File: src/rtl/stepped_core_pkg.sv
// Shared definitions for stepped_core: opcodes, FSM state encoding and
// instruction field widths.
package stepped_core_pkg;

    localparam int OPCODE_W = 4;

    localparam logic [3:0] OP_ADD  = 4'h0;
    localparam logic [3:0] OP_SUB  = 4'h1;
    localparam logic [3:0] OP_MUL  = 4'h2;
    localparam logic [3:0] OP_DIV  = 4'h3;
    localparam logic [3:0] OP_SHL  = 4'h4;
    localparam logic [3:0] OP_SHR  = 4'h5;
    localparam logic [3:0] OP_SQR  = 4'h6;
    localparam logic [3:0] OP_MOV  = 4'h7;
    localparam logic [3:0] OP_LDA  = 4'h8;
    localparam logic [3:0] OP_LDB  = 4'h9;
    localparam logic [3:0] OP_OUT  = 4'hA;
    localparam logic [3:0] OP_JMP  = 4'hB;
    localparam logic [3:0] OP_HALT = 4'hF;

    typedef enum logic [1:0] {
        ST_IDLE  = 2'd0,
        ST_FETCH = 2'd1,
        ST_EXEC  = 2'd2,
        ST_HALT  = 2'd3
    } state_t;

    function automatic int rsel_width(input int nregs);
        return $clog2(nregs);
    endfunction

    function automatic int instr_width(input int nregs);
        return OPCODE_W + 2 * $clog2(nregs);
    endfunction

endpackage

File: src/rtl/core_alu.sv
// Combinational ALU for the arithmetic/shift opcodes (0..6); other opcodes
// yield zero with carry clear.
module core_alu
    import stepped_core_pkg::*;
#(
    parameter int WIDTH = 8
) (
    input  logic [WIDTH-1:0] a,
    input  logic [WIDTH-1:0] b,
    input  logic [3:0]       op,
    output logic [WIDTH-1:0] y,
    output logic             carry
);

    logic [WIDTH:0]     sum;
    logic [WIDTH:0]     diff;
    logic [2*WIDTH-1:0] prod;
    logic [2*WIDTH-1:0] sq;

    // The extra top bit of diff is the borrow (set when a < b).
    assign sum  = {1'b0, a} + {1'b0, b};
    assign diff = {1'b0, a} - {1'b0, b};
    assign prod = {{WIDTH{1'b0}}, a} * {{WIDTH{1'b0}}, b};
    assign sq   = {{WIDTH{1'b0}}, b} * {{WIDTH{1'b0}}, b};

    always_comb begin
        y     = '0;
        carry = 1'b0;
        case (op)
            OP_ADD: begin
                y     = sum[WIDTH-1:0];
                carry = sum[WIDTH];
            end
            OP_SUB: begin
                y     = diff[WIDTH-1:0];
                carry = diff[WIDTH];
            end
            OP_MUL: begin
                y     = prod[WIDTH-1:0];
                carry = |prod[2*WIDTH-1:WIDTH];
            end
            OP_DIV: begin
                if (b == '0) begin
                    y     = '1;
                    carry = 1'b1;
                end else begin
                    y     = a / b;
                    carry = 1'b0;
                end
            end
            OP_SHL: begin
                y     = {a[WIDTH-2:0], 1'b0};
                carry = a[WIDTH-1];
            end
            OP_SHR: begin
                y     = {1'b0, a[WIDTH-1:1]};
                carry = a[0];
            end
            OP_SQR: begin
                y     = sq[WIDTH-1:0];
                carry = |sq[2*WIDTH-1:WIDTH];
            end
            default: begin
                y     = '0;
                carry = 1'b0;
            end
        endcase
    end

endmodule

File: src/rtl/stepped_core.sv
// Multicycle core: IDLE/FETCH/EXEC/HALT sequencer, program counter and
// register file around core_alu, driven by single steps or free-run.
module stepped_core
    import stepped_core_pkg::*;
#(
    parameter  int WIDTH   = 8,
    parameter  int NREGS   = 4,
    parameter  int PC_W    = 8,
    localparam int RSEL_W  = $clog2(NREGS),
    localparam int INSTR_W = OPCODE_W + 2 * RSEL_W
) (
    input  logic               clk,
    input  logic               reset_n,
    input  logic               run,
    input  logic               step,
    input  logic               restart,
    input  logic [WIDTH-1:0]   in_a,
    input  logic [WIDTH-1:0]   in_b,
    output logic [PC_W-1:0]    pc,
    input  logic [INSTR_W-1:0] instr,
    output logic [WIDTH-1:0]   out_data,
    output logic               out_valid,
    output logic               carry,
    output logic               halted,
    output logic [1:0]         state
);

    state_t             st;
    logic [INSTR_W-1:0] ir;
    logic [WIDTH-1:0]   regs [NREGS];

    logic [3:0]         opcode;
    logic [RSEL_W-1:0]  rd;
    logic [RSEL_W-1:0]  rs;
    logic [WIDTH-1:0]   rd_val;
    logic [WIDTH-1:0]   rs_val;
    logic [WIDTH-1:0]   alu_y;
    logic               alu_c;
    logic [PC_W-1:0]    jmp_target;

    assign opcode     = ir[INSTR_W-1 -: OPCODE_W];
    assign rd         = ir[2*RSEL_W-1 -: RSEL_W];
    assign rs         = ir[RSEL_W-1:0];
    assign rd_val     = regs[rd];
    assign rs_val     = regs[rs];
    assign jmp_target = PC_W'(ir[2*RSEL_W-1:0]);
    assign state      = st;

    core_alu #(.WIDTH(WIDTH)) u_alu (
        .a     (rd_val),
        .b     (rs_val),
        .op    (opcode),
        .y     (alu_y),
        .carry (alu_c)
    );

    // Output handshake: out_valid is a one-cycle strobe with no back-pressure;
    // out_data is valid in that cycle and holds until the next OUT or restart.
    always_ff @(posedge clk or negedge reset_n) begin
        if (!reset_n) begin
            st        <= ST_IDLE;
            pc        <= '0;
            ir        <= '0;
            out_data  <= '0;
            out_valid <= 1'b0;
            carry     <= 1'b0;
            halted    <= 1'b0;
            for (int i = 0; i < NREGS; i++) regs[i] <= '0;
        end else begin
            out_valid <= 1'b0;
            if (restart) begin
                st       <= ST_IDLE;
                pc       <= '0;
                ir       <= '0;
                out_data <= '0;
                carry    <= 1'b0;
                halted   <= 1'b0;
                for (int i = 0; i < NREGS; i++) regs[i] <= '0;
            end else begin
                case (st)
                    ST_IDLE: begin
                        if (step || run) st <= ST_FETCH;
                    end
                    ST_FETCH: begin
                        ir <= instr;
                        pc <= pc + PC_W'(1);
                        st <= ST_EXEC;
                    end
                    ST_EXEC: begin
                        // run is re-sampled here, so dropping it mid-instruction
                        // lets the current instruction finish first.
                        st <= run ? ST_FETCH : ST_IDLE;
                        case (opcode)
                            OP_ADD, OP_SUB, OP_MUL, OP_DIV,
                            OP_SHL, OP_SHR, OP_SQR: begin
                                regs[rd] <= alu_y;
                                carry    <= alu_c;
                            end
                            OP_MOV: regs[rd] <= rs_val;
                            OP_LDA: regs[rd] <= in_a;
                            OP_LDB: regs[rd] <= in_b;
                            OP_OUT: begin
                                out_data  <= rs_val;
                                out_valid <= 1'b1;
                            end
                            OP_JMP: pc <= jmp_target;
                            OP_HALT: begin
                                st     <= ST_HALT;
                                halted <= 1'b1;
                            end
                            default: ;
                        endcase
                    end
                    ST_HALT: ;
                    default: st <= ST_IDLE;
                endcase
            end
        end
    end

endmodule

File: config.mk
export PLATFORM = sky130hd
export DESIGN_NAME = stepped_core
export DESIGN_NICKNAME = d
export VERILOG_FILES = /design/src/rtl/stepped_core_pkg.sv /design/src/rtl/core_alu.sv /design/src/rtl/stepped_core.sv
export SDC_FILE = /design/constraint.sdc
export NUM_CORES = 1
export LEC_CHECK = 0
export BUFFER_PORTS_ARGS = -buffer_cell sky130_fd_sc_hd__buf_2
export CAP_MARGIN = 0
export CORE_MARGIN = 8
export CORE_UTILIZATION = 45
export DETAILED_ROUTE_END_ITERATION = 10
export GPL_ROUTABILITY_DRIVEN = 0
export PLACE_DENSITY_LB_ADDON = 0.15
export SLEW_MARGIN = 20
export SYNTH_ARGS = -nofsm -noshare
export SYNTH_HDL_FRONTEND = slang
export SYNTH_SLANG_ARGS = --single-unit
File: constraint.sdc
create_clock -name clk -period 31.3 [get_ports clk]
set_input_delay 6.26 -clock clk [delete_from_list [all_inputs] [get_ports clk]]
set_output_delay 6.26 -clock clk [all_outputs]
set_load 0.01 [all_outputs]
Word level (Yosys, flattened, before mapping):

Index checks and enable logic that the tools add are counted.

* register bits: 61
* input port bits: 29

* equality and inequality tests: 16
* reduce and logical (&&, ||, !) cells: 22
* mux-type cells: 41
* div/mod/pow operators: 1
* bitwise gates (word level): 2
* $lt $le $gt $ge: 3
* $add $sub $neg: 3
* multiply operators: 2

Operators with widths (count)
* $bwmux 32: 4
* $pmux 32 s4: 1
* $mux 8: 13
* $mux 32: 2
* $pmux 8 s7: 1
* $bmux 8 s2: 2
* $mul 8x8->16: 2
* $eq 4x4->1 const B: 5
* $demux 8 s2: 1
* $eq 4x3->1 const B: 4
* $pmux 8 s2: 1
* $reduce_or 8->1: 2
* $reduce_and 2->1: 6
* $mux 1: 11
* $reduce_bool 2->1: 5
* $add 8x8->9: 1
* $sub 8x8->9: 1
* $add 8x1->8 const B: 1
* $div 8x8->8: 1
* $eq 4x2->1 const B: 2
* $logic_not 8->1: 1
* $pmux 1 s7: 1
* $reduce_or 7->1: 1
* $ge 3x3->1 const B: 2
* other kinds (16): 19

Logic depth before layout (Yosys ltp):

* depth in word-level cells: 11
* depth in mapped cells: 61
* gate-level depth less buffers: 56

Cells and area by module:

From an unflattened synthesis, not the netlist that was laid out.

* cells, all modules: 1252
* area total of the unflattened synthesis: 10550.1 um^2

By module, submodules not included
* core_alu: cells each 779, area each 6083.3 um^2, times used 1
* stepped_core: cells each 473, area each 4466.8 um^2, times used 1

Worst setup path before layout:

OpenSTA, ideal clock, no wires.

* path type: register to register
* from: reg ir[0]
* to: reg regs[8] in the netlist's numbering
* path slack: 19.582 ns
* library setup time: 0.121 ns
* cell stages (with the launch flop): 56
* period minus slack after synthesis: 11.718 ns
* arrival: 11.597 ns
* data required time: 31.179 ns
* path through: dfrtp_1 > buf_6 > buf_4 > mux2_2 > o21ai_0 > clkbuf_1 > ha_1 > a21oi_1 > ha_1 > o21ai_0 > o211ai_1 > a32oi_1 > o22ai_1 > inv_1 > ha_1 > nor2_1 > a21oi_1 > and3_1 > (+20 left out) > clkbuf_1 > o21ai_0 > ha_1 > o21a_1 > o21a_1 > o211ai_1 > nand2_1 > a41o_1 > clkbuf_1 > mux2i_1 > ha_1 > a21o_1 > a21oi_1 > o21ai_0 > a31o_2 > a311oi_1 > a21oi_1 > a22o_1

* cells in the longest elaborated chain, start to end: 11
* elaborated cells between the ends (all ways): 17
* classes of those cells: add/sub: 2; mul: 2; div: 1; mux: 10; bitwise: 1; reduce/logical: 1

Ends and longest elaborated chain
* start: declaration: line stepped_core.sv:29 `logic [INSTR_W-1:0] ir;`
* start signal: assignment: line stepped_core.sv:85 `ir <= instr;`
* $not 2->3 (implied by the code) (*): line stepped_core.sv:45 `assign rs_val = regs[rs];`
* $bmux 8 s2 (*): line stepped_core.sv:45
* $mux 8 (implied by the code) (*) (2 in a row): line stepped_core.sv:45
* $div 8x8->8 / $logic_not 8->1 (equally long branches): line core_alu.sv:47, core_alu.sv:43
* $mux 8: line core_alu.sv:43 `if (b == '0) begin`
* $pmux 8 s7: line core_alu.sv:29 `case (op)`
* $bwmux 32: line stepped_core.sv:96 `regs[rd] <= alu_y;`
* $pmux 32 s4 (*): line stepped_core.sv:93 `case (opcode)`
* $mux 32 (*): line stepped_core.sv:80 `case (st)`
* $mux 32 (*): line stepped_core.sv:71 `if (restart) begin`
* end signal: indexed assignment: line stepped_core.sv:96
* end signal: indexed assignment: line stepped_core.sv:99 `OP_MOV: regs[rd] <= rs_val;`
* end signal: indexed assignment: line stepped_core.sv:100 `OP_LDA: regs[rd] <= in_a;`
* end: declaration: line stepped_core.sv:30 `logic [WIDTH-1:0] regs [NREGS];`

Every way passes the cells marked *; elsewhere a longest branch is shown, timed or not. The select of a mux whose other input is x is not followed.
A chain may end at the register's enable or synchronous reset.

Final worst setup path:

* from: reg ir[0]
* to: reg regs[0] in the netlist's numbering

The elaborated chain is that of the path after synthesis.

==> results.json <==
{
  "cts_sinks": 61,
  "dr_wl_met3_mm": 1.762,
  "grt.total_usage": 0.2140,
  "period_needed_ns": 14.40,
  "io_buffers": 49,
  "firstDrtPassIters": 5,
  "synth_edf_count": 0,
  "dieArea_um2": 26230,
  "cts_setup_buffers": 0,
  "worstMarginPinSlew_ns": 0.9347,
  "ys_ff_latch": 61,
  "n_fill_cell": 2096,
  "drc": 0,
  "wl_met2_mm": 12.43,
  "numCtsBuffers": 9,
  "syn_inst": 1171,
  "synth_cell_type_count": 74,
  "rsz0062_at_grt": "no",
  "diodes": 0,
  "dr.first_iter.drc_count": 632,
  "cap_violations": 0,
  "tritoncts": "done",
  "required_ns": 31.52,
  "yosysMostFrequentCell": "nor2_1",
  "syn_avg_cell_area_um2": 8.187,
  "synth_top_cells_by_area": "ha_1 16%, dfrtp_1 16%, fa_1 13%",
  "path_buf_inv": 2,
  "setup_tns_ns": 0,
  "drtAntennaViolNets": 0,
  "slew_violations": 0,
  "yosysSeqAreaShare": 0.1592,
  "final_hold_viol_count": 0,
  "syn_area_um2": 9587,
  "max_slew_margin": 0.3721,
  "route.final.wire_length_mm": 27.48,
  "initial_core_util": 0.4575,
  "grt_overflow": 0,
  "multi_input_area_um2": 7376,
  "max_freq_mhz": 69.43,
  "crit_family": "compound AO/OA/AOI/OAI gates",
  "synth_largest_area_cell": "ha_1",
  "holdCritPathClass": "reg2reg",
  "cp_max_fo": 21,
  "cts.reportedPaths.clkPinSlew_ns": 0.05,
  "ff_latch_area_um2": 1526,
  "antenna_found_initial": 0,
  "wl_met1_mm": 12.56,
  "ctsResizeCount": 0,
  "clock_latency_ns": 0.33,
  "num_vias": 8531,
  "clock_skew_ns": 0.005754,
  "areaGrowthSynthToFinish_pct": 8.757,
  "critical_path_class": "reg2reg",
  "die_w_um": 162.0,
  "worstSetupStartpointType": "flop",
  "yosys_warnings": 0,
  "path_common_cell": "ha_1",
  "synthTopCellsByCount": "157 x nor2_1, 128 x inv_1, 123 x ha_1",
  "period_share": 0.4602,
  "cpMaxStageDelayCell": "dfrtp_1",
  "clockBufferDepth": 2,
  "ctsHoldBuffers": 0,
  "io_pins": 50,
  "outcome": "finished clean",
  "dp_hpwl_mm": 20.72,
  "yosysTopAreaCellShare": 0.1605,
  "grt_max_degree": 62,
  "viasPerCell": 5.764,
  "nets": 1415,
  "h-tree-depth": 3,
  "coreArea_um2": 20960,
  "avgRoutedWirePerCell_um": 18.57,
  "synth_fp_nets": 1386,
  "setup_viol": 0,
  "arrival_ns": 14.62,
  "layout-drive-gt1-share": 0.09544,
  "critPathCaptureType": "flop",
  "ctsRootBufferMaster": "clkbuf_16",
  "grt_pass1_vias": 8386,
  "grt_pass1_wl_mm": 45.02,
  "chipHeight_um": 162.0,
  "top_layer": "met4",
  "slowest_delay_ns": 0.93,
  "async_flop_share": 1.000,
  "synth_ff_type": "dfrtp_1",
  "rows": 53
}
[metrics by stage]
| step | cells | setup slack [ns] | instance area [um^2] | utilization | hold slack [ns] |
|---|---|---|---|---|---|
| floorplan | 1171 | 19.58 | 9587 | - | 0.4833 |
| global placement | 1464 | 17.06 | 10110 | 0.4823 | 0.4959 |
| detailed placement | 1464 | 16.63 | 10110 | 0.4823 | 0.4924 |
| CTS | 1480 | 16.57 | 10430 | 0.4976 | 0.5180 |
| global route | 1480 | 15.60 | 10430 | 0.4976 | 0.5330 |
| finish | 1480 | 16.90 | 10430 | 0.4976 | 0.5133 |
[worst register-to-register path, delay by kind of cell, from the launching register on]
family          cells  cell delay [ns]
fa+ha+maj           7             2.16
flops               1             0.93
simple gates        9             2.19
buf+inv             2             0.33
mux                 4             1.37
compound gates     29             7.32
[cells in the final DEF, fill, tap and decap left out, types with 9 or more instances in the layout]
cell	instances
a211oi_1	16
a21o_1	16
a21oi_1	68
and2_1	13
buf_2	49
buf_4	15
clkbuf_16	9
dfrtp_1	61
fa_1	63
ha_1	123
inv_1	128
mux2_2	18
mux2i_1	49
nand2_1	92
nand2b_1	12
nand3_1	11
nor2_1	157
nor3_1	28
o21a_1	17
o21ai_0	51
o21ai_1	10
xnor2_1	22
xor2_1	11
[kinds of logic (layout without fill, tap and decap cells)]
logic type	after synthesis	after routing	synth area share
and+or+nand+nor	363	363	0.1716
AOI/OAI and AO/OA	273	273	0.1879
adders and majority gates	186	186	0.2921
buffers and inverters	180	214	0.07217
muxes	75	75	0.08679
DFF	61	61	0.1592
xor gates and xnor gates	33	33	0.03015
[layout make-up]
| cell class | count | share of cell area |
|---|---|---|
| inverter | 134 | 0.04824 |
| tap | 275 | 0.03300 |
| clock inverter | 3 | 0.006600 |
| multi-input combinational | 930 | 0.7074 |
| clock buffer | 13 | 0.02400 |
| timing repair buffer | 64 | 0.03432 |
| sequential | 61 | 0.1464 |
[sequential cells by signal, indices dropped and copies added, names as in the netlist]
register	flops
carry	1
halted	1
ir	8
out_data	8
out_valid	1
pc	8
regs	32
state	2
[worst paths after layout]
path / depth (start not counted) / end / slack [ns] / start
max in group asynchronous: 2 / regs[5] / 24.66 / reset_n
worst max register to register: 51 / regs[0] / 16.90 / ir[0]
worst min-delay path: 1 / halted / 0.51 / halted
min in group asynchronous: 2 / regs[3] / 6.08 / reset_n
worst max-delay path: 51 / regs[0] / 16.90 / ir[0]
worst min register to register: 1 / halted / 0.51 / halted
[routing by layer]
metal / track usage / vias to the layer above
met1: 0.2911 / 4065
met4: 0.06944 / 0
li1: - / 4143
met3: 0.03999 / 48
met2: 0.3366 / 275
met5: 0 / -
Power is left out: the tool's default activity adds up to more than one toggle a clock period on the data nets, which glitch-free logic cannot reach.
